--- src/rtl/normal_histogram_pkg.sv ---
// Shared binning defaults and FSM state encoding for the normal-sample histogram.
// Top level and bench both import this so they agree on bin geometry.
package normal_stats_pkg;

  localparam int BIN_BITS_DEF  = 4;
  localparam int COUNT_W_DEF   = 16;
  localparam int TOTAL_W_DEF   = 20;
  localparam int BIN_SHIFT_DEF = 14;

  typedef enum logic [1:0] {
    IDLE    = 2'd0,
    CLEAR   = 2'd1,
    COLLECT = 2'd2,
    DONE    = 2'd3
  } hist_state_e;

endpackage

--- src/rtl/normal_histogram_if.sv ---
// Control, sample and readout signals of normal_histogram.
// The master side drives the run/sample/read requests; the slave side is the histogram.
interface normal_histogram_if
  import normal_stats_pkg::*;
#(
  parameter int BIN_BITS = BIN_BITS_DEF,
  parameter int COUNT_W  = COUNT_W_DEF,
  parameter int TOTAL_W  = TOTAL_W_DEF
);
  logic                start;
  logic [TOTAL_W-1:0]  target;
  logic                in_valid;
  logic [31:0]         number;
  logic                busy;
  logic                done;
  logic                overflow;
  logic                rd_en;
  logic [BIN_BITS-1:0] rd_addr;
  logic                rd_valid;
  logic [COUNT_W-1:0]  rd_data;

  modport master (
    output start, target, in_valid, number, rd_en, rd_addr,
    input  busy, done, overflow, rd_valid, rd_data
  );

  modport slave (
    input  start, target, in_valid, number, rd_en, rd_addr,
    output busy, done, overflow, rd_valid, rd_data
  );
endinterface

--- src/rtl/normal_histogram_bin_index.sv ---
// Maps a signed Q16.16 sample to a histogram bin: arithmetic shift, centre offset, clamp.
module hist_bin_index #(
  parameter int BIN_BITS  = 4,
  parameter int BIN_SHIFT = 14
) (
  input  logic signed [31:0] number_i,
  output logic [BIN_BITS-1:0] idx_o
);
  localparam logic signed [31:0] HALF = 32'sd1 <<< (BIN_BITS - 1);
  localparam logic signed [31:0] TOP  = (32'sd1 <<< BIN_BITS) - 32'sd1;

  logic signed [31:0] shifted;
  logic signed [31:0] offset;

  // Shifting first keeps the offset add far from 32-bit overflow for any input.
  always_comb begin
    shifted = number_i >>> BIN_SHIFT;
    offset  = shifted + HALF;
    if (offset < 32'sd0) begin
      idx_o = '0;
    end else if (offset > TOP) begin
      idx_o = '1;
    end else begin
      idx_o = offset[BIN_BITS-1:0];
    end
  end
endmodule

--- src/rtl/normal_histogram.sv ---
// Saturating histogram of a run of normal samples, cleared at run start, read out after.
// state   | meaning
// IDLE    | after reset, bins readable, waiting for start
// CLEAR   | zeroing one bin per cycle
// COLLECT | binning accepted samples until the latched target count
// DONE    | run finished, counts held and readable
module normal_histogram
  import normal_stats_pkg::*;
#(
  parameter int BIN_BITS  = BIN_BITS_DEF,
  parameter int COUNT_W   = COUNT_W_DEF,
  parameter int TOTAL_W   = TOTAL_W_DEF,
  parameter int BIN_SHIFT = BIN_SHIFT_DEF
) (
  input  logic              clk,
  input  logic              rst,
  normal_histogram_if.slave hist_if
);
  localparam int NBINS = 1 << BIN_BITS;
  localparam logic [COUNT_W-1:0] CNT_MAX = '1;

  hist_state_e         state_q, state_d;
  logic [TOTAL_W-1:0]  target_q, target_d;
  logic [TOTAL_W-1:0]  cnt_q, cnt_d;
  logic [BIN_BITS-1:0] clr_addr_q, clr_addr_d;
  logic                overflow_q, overflow_d;
  logic                busy_q, busy_d;
  logic                done_q, done_d;
  logic                rd_valid_q;
  logic [COUNT_W-1:0]  rd_data_q;
  logic [COUNT_W-1:0]  bins_q [NBINS];
  logic [BIN_BITS-1:0] idx;
  logic                bin_clr;
  logic                bin_inc;
  logic                rd_ok;

  hist_bin_index #(
    .BIN_BITS (BIN_BITS),
    .BIN_SHIFT(BIN_SHIFT)
  ) u_bin_index (
    .number_i(hist_if.number),
    .idx_o   (idx)
  );

  always_comb begin
    state_d    = state_q;
    target_d   = target_q;
    cnt_d      = cnt_q;
    clr_addr_d = clr_addr_q;
    overflow_d = overflow_q;
    busy_d     = busy_q;
    done_d     = done_q;
    bin_clr    = 1'b0;
    bin_inc    = 1'b0;
    case (state_q)
      IDLE, DONE: begin
        if (hist_if.start) begin
          state_d    = CLEAR;
          target_d   = hist_if.target;
          cnt_d      = '0;
          clr_addr_d = '0;
          overflow_d = 1'b0;
          busy_d     = 1'b1;
          done_d     = 1'b0;
        end
      end
      CLEAR: begin
        bin_clr    = 1'b1;
        clr_addr_d = clr_addr_q + BIN_BITS'(1);
        if (&clr_addr_q) begin
          if (target_q == '0) begin
            state_d = DONE;
            busy_d  = 1'b0;
            done_d  = 1'b1;
          end else begin
            state_d = COLLECT;
          end
        end
      end
      COLLECT: begin
        if (hist_if.in_valid) begin
          bin_inc = 1'b1;
          cnt_d   = cnt_q + TOTAL_W'(1);
          if (bins_q[idx] == CNT_MAX) overflow_d = 1'b1;
          if (cnt_d == target_q) begin
            state_d = DONE;
            busy_d  = 1'b0;
            done_d  = 1'b1;
          end
        end
      end
      default: state_d = IDLE;
    endcase
  end

  always_ff @(posedge clk or negedge rst) begin
    if (!rst) begin
      state_q    <= IDLE;
      target_q   <= '0;
      cnt_q      <= '0;
      clr_addr_q <= '0;
      overflow_q <= 1'b0;
      busy_q     <= 1'b0;
      done_q     <= 1'b0;
    end else begin
      state_q    <= state_d;
      target_q   <= target_d;
      cnt_q      <= cnt_d;
      clr_addr_q <= clr_addr_d;
      overflow_q <= overflow_d;
      busy_q     <= busy_d;
      done_q     <= done_d;
    end
  end

  // One write port: clear and increment are mutually exclusive by state.
  always_ff @(posedge clk or negedge rst) begin
    if (!rst) begin
      for (int i = 0; i < NBINS; i++) bins_q[i] <= '0;
    end else if (bin_clr) begin
      bins_q[clr_addr_q] <= '0;
    end else if (bin_inc && (bins_q[idx] != CNT_MAX)) begin
      bins_q[idx] <= bins_q[idx] + COUNT_W'(1);
    end
  end

  assign rd_ok = hist_if.rd_en && !busy_q;

  always_ff @(posedge clk or negedge rst) begin
    if (!rst) begin
      rd_valid_q <= 1'b0;
      rd_data_q  <= '0;
    end else begin
      rd_valid_q <= rd_ok;
      if (rd_ok) rd_data_q <= bins_q[hist_if.rd_addr];
    end
  end

  assign hist_if.busy     = busy_q;
  assign hist_if.done     = done_q;
  assign hist_if.overflow = overflow_q;
  assign hist_if.rd_valid = rd_valid_q;
  assign hist_if.rd_data  = rd_data_q;
endmodule

--- src/flat_wrapper.sv ---
// flat-port wrapper written by rule: the top's interface ports become plain ports
module normal_histogram_flat import normal_stats_pkg::*;
#(
  parameter int BIN_BITS  = BIN_BITS_DEF,
  parameter int COUNT_W   = COUNT_W_DEF,
  parameter int TOTAL_W   = TOTAL_W_DEF,
  parameter int BIN_SHIFT = BIN_SHIFT_DEF
)
  (clk, rst, hist_if_start, hist_if_target, hist_if_in_valid, hist_if_number, hist_if_rd_en, hist_if_rd_addr, hist_if_busy, hist_if_done, hist_if_overflow, hist_if_rd_valid, hist_if_rd_data);
  normal_histogram_if #(.BIN_BITS(BIN_BITS), .COUNT_W(COUNT_W), .TOTAL_W(TOTAL_W)) hist_if_i ();
  input  logic clk;
  input  logic rst;
  input wire logic [$bits(hist_if_i.start)-1:0] hist_if_start;
  input wire logic [$bits(hist_if_i.target)-1:0] hist_if_target;
  input wire logic [$bits(hist_if_i.in_valid)-1:0] hist_if_in_valid;
  input wire logic [$bits(hist_if_i.number)-1:0] hist_if_number;
  input wire logic [$bits(hist_if_i.rd_en)-1:0] hist_if_rd_en;
  input wire logic [$bits(hist_if_i.rd_addr)-1:0] hist_if_rd_addr;
  output wire logic [$bits(hist_if_i.busy)-1:0] hist_if_busy;
  output wire logic [$bits(hist_if_i.done)-1:0] hist_if_done;
  output wire logic [$bits(hist_if_i.overflow)-1:0] hist_if_overflow;
  output wire logic [$bits(hist_if_i.rd_valid)-1:0] hist_if_rd_valid;
  output wire logic [$bits(hist_if_i.rd_data)-1:0] hist_if_rd_data;
  assign hist_if_i.start = hist_if_start;
  assign hist_if_i.target = hist_if_target;
  assign hist_if_i.in_valid = hist_if_in_valid;
  assign hist_if_i.number = hist_if_number;
  assign hist_if_i.rd_en = hist_if_rd_en;
  assign hist_if_i.rd_addr = hist_if_rd_addr;
  assign hist_if_busy = hist_if_i.busy;
  assign hist_if_done = hist_if_i.done;
  assign hist_if_overflow = hist_if_i.overflow;
  assign hist_if_rd_valid = hist_if_i.rd_valid;
  assign hist_if_rd_data = hist_if_i.rd_data;
  normal_histogram #(.BIN_BITS(BIN_BITS), .COUNT_W(COUNT_W), .TOTAL_W(TOTAL_W), .BIN_SHIFT(BIN_SHIFT)) u_core (.clk(clk), .rst(rst), .hist_if(hist_if_i));
endmodule
--- config.mk ---
export PLATFORM = sky130hd
export DESIGN_NAME = normal_histogram_flat
export DESIGN_NICKNAME = d
export VERILOG_FILES = /design/src/rtl/normal_histogram_pkg.sv /design/src/rtl/normal_histogram_if.sv /design/src/rtl/normal_histogram_bin_index.sv /design/src/rtl/normal_histogram.sv /design/src/flat_wrapper.sv
export SDC_FILE = /design/constraint.sdc
export NUM_CORES = 1
export LEC_CHECK = 0
export CORE_UTILIZATION = 56
export DETAILED_ROUTE_END_ITERATION = 10
export HOLD_SLACK_MARGIN = 0.08
export PLACE_DENSITY_LB_ADDON = 0.15
export SLEW_MARGIN = 10
export SYNTH_ARGS = -nofsm -noshare
export SYNTH_HDL_FRONTEND = slang
export SYNTH_HIERARCHICAL = 1
export SYNTH_SLANG_ARGS = --single-unit
--- constraint.sdc ---
create_clock -name clk -period 3.2 [get_ports clk]
set_input_delay 0.96 -clock clk [delete_from_list [all_inputs] [get_ports clk]]
set_output_delay 0.96 -clock clk [all_outputs]
set_load 0.01 [all_outputs]
# After elaboration in Yosys (flattened, before gate mapping)
# Index checks and enable logic that the tools add are counted.
# word_totals
ff_bits,322
in_bits,61
out_inout_bits,20
elab_cells,115
# op_classes
n_addsub,4
order_cmp,7
n_eq_ne,12
muxes,44
n_bitwise,5
n_reduce_logical,18
# ops
operator,count
2-to-1 mux 256 bit,2
bitwise AND 256 bit,1
bitwise mux 256 bit,1
NOT 256 bit,1
binary-select mux 16 bit (select 4 bit),2
demux 16 bit (select 4 bit),2
2-to-1 mux 16 bit,6
2-to-1 mux 20 bit,2
case mux 20 bit (2 select lines),1
adder 20 x 1 -> 20 bit (second input constant),1
equality test 20 bit,1
logical NOT 20 bit,1
adder 18 x 5 -> 19 bit (second input constant),1
> comparator 19 x 5 -> 1 bit (second input constant),1
less-than comparator 19 x 1 -> 1 bit (second input constant),1
adder 16 x 1 -> 16 bit (second input constant),1
equality test 16 bit (second input constant),1
2-to-1 mux 1 bit,16
inequality test 16 bit (second input constant),1
greater-or-equal comparator 5 bit (second input constant),3
NOT 4 -> 5 bit,3
2-to-1 mux 4 bit,3
AND reduction 4 bit,3
less-than comparator 5 x 1 -> 1 bit (second input constant),2
18 further kinds,33

# Longest topological paths before layout
# Gate-level depths: netlist of run 1.
# logic_depth
word_depth,12
ltp_mapped,24
ltp_nobuf,17

# Cells and area by module
# Netlist of run 1, hierarchy kept.
# by_module_without_submodules
module,instances,cells_each,area_each_um2
normal_histogram,1,1539,18784.3
hist_bin_index,1,58,422.9

# Least setup slack after synthesis of run 1
# Ideal clock, no wire load.
# synth_path
path_type,input to register
start,input port hist_if_number[17]
end,register u_core/bins_q[106] (netlist name)
setup_ns,0.127
arrival_time_ns,5.533
path_slack_ns,-2.460
path_stages,23
n_path_buf,7
path_cell_list,ha_1 -> and2_1 -> nand3_4 -> mux2_4 -> nor4_1 -> a31oi_1 -> buf_6 -> buf_12 -> buf_8 -> mux4_2 -> a22oi_1 -> nand2_2 -> clkbuf_1 -> ha_1 -> nand2b_1 -> a2111oi_2 -> a31oi_4 -> nor3_4 -> buf_8 -> buf_8 -> xnor2_2 -> buf_2 -> mux2i_1
# synth_between
elab_chain_len,12
# synth_rtl
element,line,text
"start, declared",flat_wrapper.sv:16,input wire logic [$bits(hist_if_i.number)-1:0] hist_if_number;
adder 18 x 5 -> 19 bit *,normal_histogram_bin_index.sv:18,offset = shifted + HALF;
> comparator 19 x 5 -> 1 bit,normal_histogram_bin_index.sv:21,end else if (offset > TOP) begin
2-to-1 mux 4 bit,normal_histogram_bin_index.sv:21,
2-to-1 mux 4 bit *,normal_histogram_bin_index.sv:19,if (offset < 32'sd0) begin
named net u_core.idx[0],normal_histogram.sv:32,logic [BIN_BITS-1:0] idx;
NOT 4 -> 5 bit (implied by the code) *,"normal_histogram.sv:122, normal_histogram.sv:123",
"binary-select mux 16 bit (select 4 bit), or another cell as far along","normal_histogram.sv:122, normal_histogram.sv:123",
2-to-1 mux 16 bit (implied by the code) or logical AND 1 bit (tied branches),"normal_histogram.sv:122, normal_histogram.sv:123",
2-to-1 mux 16 bit (on tied branches),"normal_histogram.sv:122, normal_histogram.sv:123",
adder 16 x 1 -> 16 bit or demux 16 bit (select 4 bit) (tied branches),normal_histogram.sv:123,bins_q[idx] <= bins_q[idx] + COUNT_W'(1);
bitwise mux 256 bit,normal_histogram.sv:123,
2-to-1 mux 256 bit,normal_histogram.sv:122,end else if (bin_inc && (bins_q[idx] != CNT_MAX)) begin
2-to-1 mux 256 bit,normal_histogram.sv:120,end else if (bin_clr) begin
"end signal, assigned by index",normal_histogram.sv:123,
"end, declared",normal_histogram.sv:31,logic [COUNT_W-1:0] bins_q [NBINS];
# The timed path passes the listed nets; every way through them passes the cells marked *. The select of a mux whose other input is x is not followed.
# A chain may end at the register's enable or synchronous reset.

# Worst setup path in the final report of run 1
# layout_path
start,input port hist_if_number[23]
end,register u_core/bins_q[132] (netlist name)
# The elaborated chain is that of the path after synthesis.

==> results of run 1 <==
==> metrics by stage <==
| step | hold WS (ps) | area, um^2 | setup WS (ps) |
|---|---|---|---|
| finish | 418.4 | 23750 | -1353 |
| global route | 472.1 | 23750 | -1468 |
| global placement | 490.2 | 21650 | -2279 |
| detailed placement | 496.3 | 21650 | -2341 |
| floorplan | 471.3 | 19350 | -1959 |
| CTS | 443.8 | 23420 | -1177 |
==> cell families after synthesis <==
| family | after synthesis | share of synthesized area, % |
|---|---|---|
| mux | 448 | 33.08 |
| buf+inv | 138 | 4.319 |
| xor+xnor | 42 | 1.993 |
| simple gates | 490 | 11.81 |
| fa+ha+maj | 10 | 0.6514 |
| flops | 322 | 41.95 |
| compound gates | 147 | 6.195 |
==> flip-flops by register name, summed over array words and instances (netlist names) <==
name and cells:
u_core/bins_q 256, u_core/clr_addr_q 4, u_core/hist_if.busy 1, u_core/hist_if.rd_valid 1
u_core/hist_if.rd_data 16, u_core/state_q 2, u_core/hist_if.overflow 1, u_core/cnt_q 20
u_core/target_q 20, u_core/hist_if.done 1
==> final cells by class <==
cell class	count	area [um^2]
multi-input cells	1137	10820
fillers	2263	9862
flip-flops and latches	322	8058
repair buffers	266	3053
clock buffers	55	1136
well taps	448	560.5
inverters	19	71.32
clock inverters	10	56.30
==> final timing paths <==
kind	slack (ps)	startpoint	depth (start not counted)	to
worst min register to register	510	u_core/hist_if.rd_data[1]	1	u_core/hist_if.rd_data[1]
min in group clk	510	u_core/hist_if.rd_data[1]	1	u_core/hist_if.rd_data[1]
max in group asynchronous	1960	rst	2	u_core/bins_q[32]
worst max register to register	330	u_core/bins_q[128]	13	u_core/bins_q[132]
worst max-delay path	-1350	hist_if_number[23]	22	u_core/bins_q[132]
worst min-delay path	420	rst	1	u_core/hist_if.rd_data[1]
==> layout by cell type (no fill, tap or decap), types with 12 or more instances in the layout <==
master	instances
dfrtp_1	322
nand2_1	319
mux2i_1	254
mux4_2	145
buf_4	110
buf_12	55
clkdlybuf4s50_1	47
clkbuf_16	41
mux2_2	39
buf_6	33
nand3_1	29
o21ai_0	29
nor2_1	27
xnor2_1	24
inv_1	19
a21oi_1	17
a21oi_4	16
a22oi_2	15
nand4_1	15
a22oi_1	12
==> layer usage <==
layer	track usage (%)	wire length, um	vias to the layer above	share of wire [%]
li1	-	-	6276	-
met1	44.77	23140	7607	38
met2	55.33	28680	790	48
met3	8.068	5319	199	8.8
met4	16.61	3009	0	5.0
met5	0	0	-	0
==> worst register-to-register path, cell delays in order (launching register included) <==
cell and delay, ps:
dfrtp_1 400, mux4_2 490, a22oi_2 220, nand2_2 110, ha_4 200, nand2b_4 80, a2111oi_4 40, a31oi_4 210
nor3_4 80, buf_6 130, buf_6 110, a21oi_4 290, clkbuf_16 230, mux2i_1 210
==> what timing repair did <==
item / in CTS / in global routing
pin swaps: 37 / 26
resized for setup: 132 / 50
gates cloned: 6 / 5
setup buffers: 20 / 6
endpoints found under the setup margin: 257 / 257
==> power by group <==
| group | leakage, nW | total (mW) | switching [mW] | internal (mW) |
|---|---|---|---|---|
| logic | 5.38 | 7.12 | 3.51 | 3.61 |
| clock network | 0.596 | 4.16 | 1.71 | 2.45 |
| registers | 3.50 | 6.95 | 1.34 | 5.61 |
==> impl_metrics.json, run 1 <==
{
  "finClkSkew_ps": 11.27,
  "grt_usage_pct": 34.62,
  "cts_tree": "yes",
  "grt_pass1_vias": 15550,
  "seq_area_frac_synth_pct": 41.95,
  "relSlewSlack_pct": 26.92,
  "numCtsBuffers": 37,
  "portBuffers": 66,
  "syn_avg_cell_area_um2": 12.03,
  "crit_family": "compound AO/OA/AOI/OAI gates",
  "row_count": 67,
  "drt_first_iter_violations": 1266,
  "crit_fanout": 6,
  "syn_area_um2": 19210,
  "vdd_drop_max_uv": 607.9,
  "drive_above_1_share_pct": 31.23,
  "place_inst": 2155,
  "leakage_nw": 9.471,
  "gp_congestion": 0.8767,
  "area_growth_pct": 23.67,
  "dieArea_um2": 35040,
  "async_reset_ff_share_pct": 100.0,
  "cts_root_buffer": "clkbuf_16",
  "drtPass1Iterations": 5,
  "grt_pass1_wl_mm": 91.94,
  "die_h_um": 187.2,
  "rsz0062_at_grt": "true",
  "path_cells": "buf_6 > nand4_1 > buf_4 > o31a_1 > or3_4 > a211oi_2 > buf_4 > a31oi_4 > buf_12 > mux4_2 > a22oi_2 > nand2_2 > ha_4 > nand2b_4 > a2111oi_4 > a31oi_4 > nor3_4 > buf_6 > buf_6 > a21oi_4 > clkbuf_16 > mux2i_1",
  "period_share_pct": 142.3,
  "finalCriticalPeriod_ps": 4553,
  "cap_violations": 0,
  "syn-instance-count": 1597,
  "layout.nets": 1854,
  "coreArea_um2": 33620,
  "clk_pin_slew_ps": 60,
  "synth_edf_count": 0,
  "setup_viol": 257,
  "hold_viol_final": 0,
  "ys_warn_count": 6,
  "cp_data_required_time_ps": 3650,
  "p_per_area_nw_per_um2": 767.2,
  "clock_latency_ps": 540,
  "pin_count": 81,
  "criticalPathCategory": "in -> reg",
  "worst_path_max_delay_cell": "mux4_2",
  "fin_setup_tns_ps": -318750,
  "start_util_pct": 57.14,
  "wire_per_inst_um": 26.65,
  "antenna_cells": 0,
  "grt_max_degree": 74,
  "drc_errors": 0,
  "ant_nets": 0,
  "p_total_mw": 18.22,
  "fmax_mhz": 219.6,
  "crit_top_cell": "buf_6",
  "yosys-top-cells-count": "nand2_1, dfrtp_1, mux2i_1, mux4_2, clkbuf_1",
  "cts_sinks": 322,
  "cp.arrival_ps": 5000,
  "gr-total-overflow": 0,
  "yosysTopAreaCellShare_pct": 41.95,
  "setup.worst_path.start_class": "input pin",
  "setup_slack_ps": -1353,
  "synthesis.nets": 1668,
  "timing.critical_path.buf_inv": 7,
  "antenna_found_initial": 0,
  "yosys.cell_types.count": 77,
  "post-synth-top-count-cell": "nand2_1",
  "cts_buffer_depth": 3,
  "violations": "negative setup slack",
  "die_x_um": 187.2,
  "fin_cells": 2257,
  "wirelength_mm": 60.14,
  "dominantRegCellSynth": "dfrtp_1",
  "slowest_delay_ps": 430,
  "hold_path.class": "in -> async",
  "hold_buffers": 0,
  "avgViaCountPerCell": 6.589,
  "worst_slew_pin_slew_ps": 1094,
  "slew_violations": 0,
  "vias": 14870,
  "synth_area_leaders": "dfrtp_1, mux4_2, mux2i_1",
  "yosysTopAreaCell": "dfrtp_1",
  "utilization_pct": 70.66,
  "status": "complete, but fails checks",
  "synth_seq_cells": 322,
  "post-dp-hpwl_mm": 38.37,
  "end_kind": "register",
  "htree_levels": 2
}
(Power assumes the default switching activity.)
==> run 2: changes to the inputs <==
--- a/config.mk
+++ b/config.mk
@@ -12,5 +12,4 @@
 export SLEW_MARGIN = 10
 export SYNTH_ARGS = -nofsm -noshare
 export SYNTH_HDL_FRONTEND = slang
-export SYNTH_HIERARCHICAL = 1
 export SYNTH_SLANG_ARGS = --single-unit
==> run 2 against run 1 <==
The flow still finishes with violations (negative setup slack). Maximum frequency grew 3.9%. Hold slack got worse by 27 ps. Sequential power decreased by 12%. Design area grew 2.4%. Critical path type unchanged.
==> impl_metrics.json, run 2 <==
{
  "grt_max_degree": 74,
  "utilization_pct": 74.35,
  "clock_latency_ps": 560,
  "dp_slack_ps": -2534,
  "yosys-top-cells-count": "nand2_1, dfrtp_1, mux2i_1, nor2_1, o22ai_1",
  "syn_avg_cell_area_um2": 10.68,
  "grt_pass1_wl_mm": 98.28,
  "syn-instance-count": 1751,
  "r2r_cells": 14,
  "holdWs_ps": 390.9,
  "finClkSkew_ps": 16.31,
  "grt_pass1_vias": 16610,
  "period_share_pct": 136.9,
  "grt_usage_pct": 38.96,
  "cap_violations": 0,
  "fin_setup_tns_ps": -276460,
  "seq_area_frac_synth_pct": 43.07,
  "crit_top_cell": "buf_12",
  "vias": 16760,
  "finalCriticalPeriod_ps": 4381,
  "relSlewSlack_pct": 18.51,
  "fillerInstances": 2228,
  "yosysTopAreaCellShare_pct": 43.07,
  "antenna_cells": 0,
  "post-synth-top-count-cell": "nand2_1",
  "drt_first_iter_violations": 2075,
  "fmax_mhz": 228.3,
  "violations": "negative setup slack",
  "path_depth": 24,
  "worst_path_max_delay_cell": "o311a_4",
  "layout.nets": 2105,
  "portBuffers": 66,
  "rsz0062_at_grt": "true",
  "drc_errors": 0,
  "leakage_nw": 11.93,
  "start_util_pct": 57.21,
  "top_register": "u_core.bins_q",
  "mostFrequentLayoutCells": "nand2_1, dfrtp_1, buf_4",
  "final_common_cell": "nand2_1",
  "dieArea_um2": 34140,
  "coreArea_um2": 32700,
  "drive_above_1_share_pct": 31.44,
  "htree_levels": 2,
  "cp.arrival_ps": 4800,
  "placed_cell_area_um2": 21780,
  "die_h_um": 184.8,
  "antenna_found_initial": 3,
  "pin_count": 81,
  "die_x_um": 184.8,
  "setup_slack_ps": -1181,
  "setup.worst_path.start_class": "input pin",
  "status": "complete, but fails checks",
  "path_cells": "buf_12 > ha_4 > and3_4 > and2_4 > o311a_4 > a21oi_4 > buf_6 > a31oi_4 > buf_12 > buf_16 > or2_2 > a21oi_1 > a2111o_1 > clkinv_2 > ha_4 > and4_4 > nand3_4 > buf_6 > nor4_4 > buf_4 > buf_4 > buf_12 > nor2_1 > o22ai_2",
  "yosys.cell_types.count": 81,
  "ys_warn_count": 0,
  "area_growth_pct": 29.97,
  "crit_fanout": 16,
  "syn_area_um2": 18710,
  "timing.critical_path.buf_inv": 9,
  "wirelength_mm": 65.98,
  "gp_congestion": 0.9673,
  "slowest_delay_ps": 320,
  "row_count": 66,
  "criticalPathCategory": "in -> reg",
  "hold_path.class": "in -> async",
  "synth_edf_count": 0,
  "slew_violations": 0,
  "hold_viol_final": 0,
  "gr-total-overflow": 0,
  "post-dp-hpwl_mm": 42.44,
  "ant_nets": 0,
  "numCtsBuffers": 38,
  "setup_viol": 257,
  "cp_data_required_time_ps": 3620,
  "cts_buffer_depth": 3,
  "yosysTopAreaCell": "dfrtp_1",
  "avgViaCountPerCell": 6.702,
  "cts_root_buffer": "clkbuf_16",
  "largest_register_ffs": 256,
  "hold_buffers": 0,
  "crit_family": "buffers and inverters",
  "async_reset_ff_share_pct": 100.0,
  "synth_seq_cells": 322,
  "end_kind": "register",
  "synth_area_leaders": "dfrtp_1, mux2i_1, mux4_2",
  "dominantRegCellSynth": "dfrtp_1",
  "synthesis.nets": 1822,
  "top_regs": "u_core.bins_q: 256 flops, u_core.cnt_q: 20 flops, u_core.target_q: 20 flops",
  "worst_slew_pin_slew_ps": 1219,
  "wire_per_inst_um": 26.39,
  "cts_sinks": 322,
  "cts_tree": "yes",
  "drtPass1Iterations": 8,
  "clk_pin_slew_ps": 60,
  "p_per_area_nw_per_um2": 685.4,
  "design_area_um2": 24310,
  "vdd_drop_max_uv": 559.3
}
## run 2: worst register-to-register path: stages, from the launching register on
cell	delay, ps
dfrtp_1	400
mux4_2	510
nand2_1	90
a41oi_1	110
a21oi_1	310
a221o_1	320
and4b_1	230
buf_4	170
nand2_1	120
nor4_4	40
buf_4	150
buf_4	140
buf_12	150
nor2_1	240
o22ai_2	130
## run 2: where the power goes
part / switching [mW] / total (mW) / internal (mW)
Combinational: 3.11 / 6.10 / 2.99
Sequential: 0.989 / 6.15 / 5.16
Clock: 1.77 / 4.41 / 2.65
## run 2: final timing paths
check / start / endpoint / slack (ps)
worst max-delay path: hist_if_number[17] / u_core.bins_q[24] / -1180
worst min-delay path: rst / u_core.hist_if.done / 390
worst max register to register: u_core.bins_q[138] / u_core.bins_q[24] / -30
worst min register to register: u_core.hist_if.rd_data[11] / u_core.hist_if.rd_data[11] / 500
max in group asynchronous: rst / u_core.bins_q[241] / 2040
min in group clk: u_core.hist_if.rd_data[11] / u_core.hist_if.rd_data[11] / 500
## run 2: final cells by class
type                    count  area (um^2)  area share [%]
repair buffers            379         3862           15.89
inverters                  14        55.05          0.2264
multi-input cells        1279        10530           43.31
clock buffers              50         1097           4.513
flip-flops and latches    322         8058           33.14
clock inverters            14        157.7          0.6484
well taps                 442        553.0           2.274
## run 2: per-layer routing
metal / GRT usage (%) / up-vias / wire, um
met5: 0 / - / 48
met4: 21.06 / 6 / 3311
met3: 11.07 / 287 / 7630
met2: 60.06 / 1172 / 30260
met1: 49.80 / 8290 / 24740
li1: - / 7000 / -
## run 2: kinds of logic after synthesis
family,after synthesis,share of synthesized area [%]
adders and majority gates,10,0.6688
muxes,345,24.14
AOI/OAI and AO/OA,301,11.87
xor gates and xnor gates,44,2.200
DFF,322,43.07
buffers and inverters,150,4.274
and+or+nand+nor,579,13.78
## run 2: what timing repair did
| item | 4_1_cts | 5_1_grt |
|---|---|---|
| pin swaps | 49 | 45 |
| gates cloned | 8 | 1 |
| resized for setup | 159 | 85 |
| endpoints found under the setup margin | 259 | 259 |
| setup buffers | 34 | 18 |
## run 2: metrics by stage
stage | power (mW) | cells
after CTS | 16.29 | 2483
after global routing | 17.31 | 2500
after floorplan | 9.327 | 1751
after detailed placement | 11.56 | 2377
after global placement | 11.34 | 2377
final | 16.67 | 2500
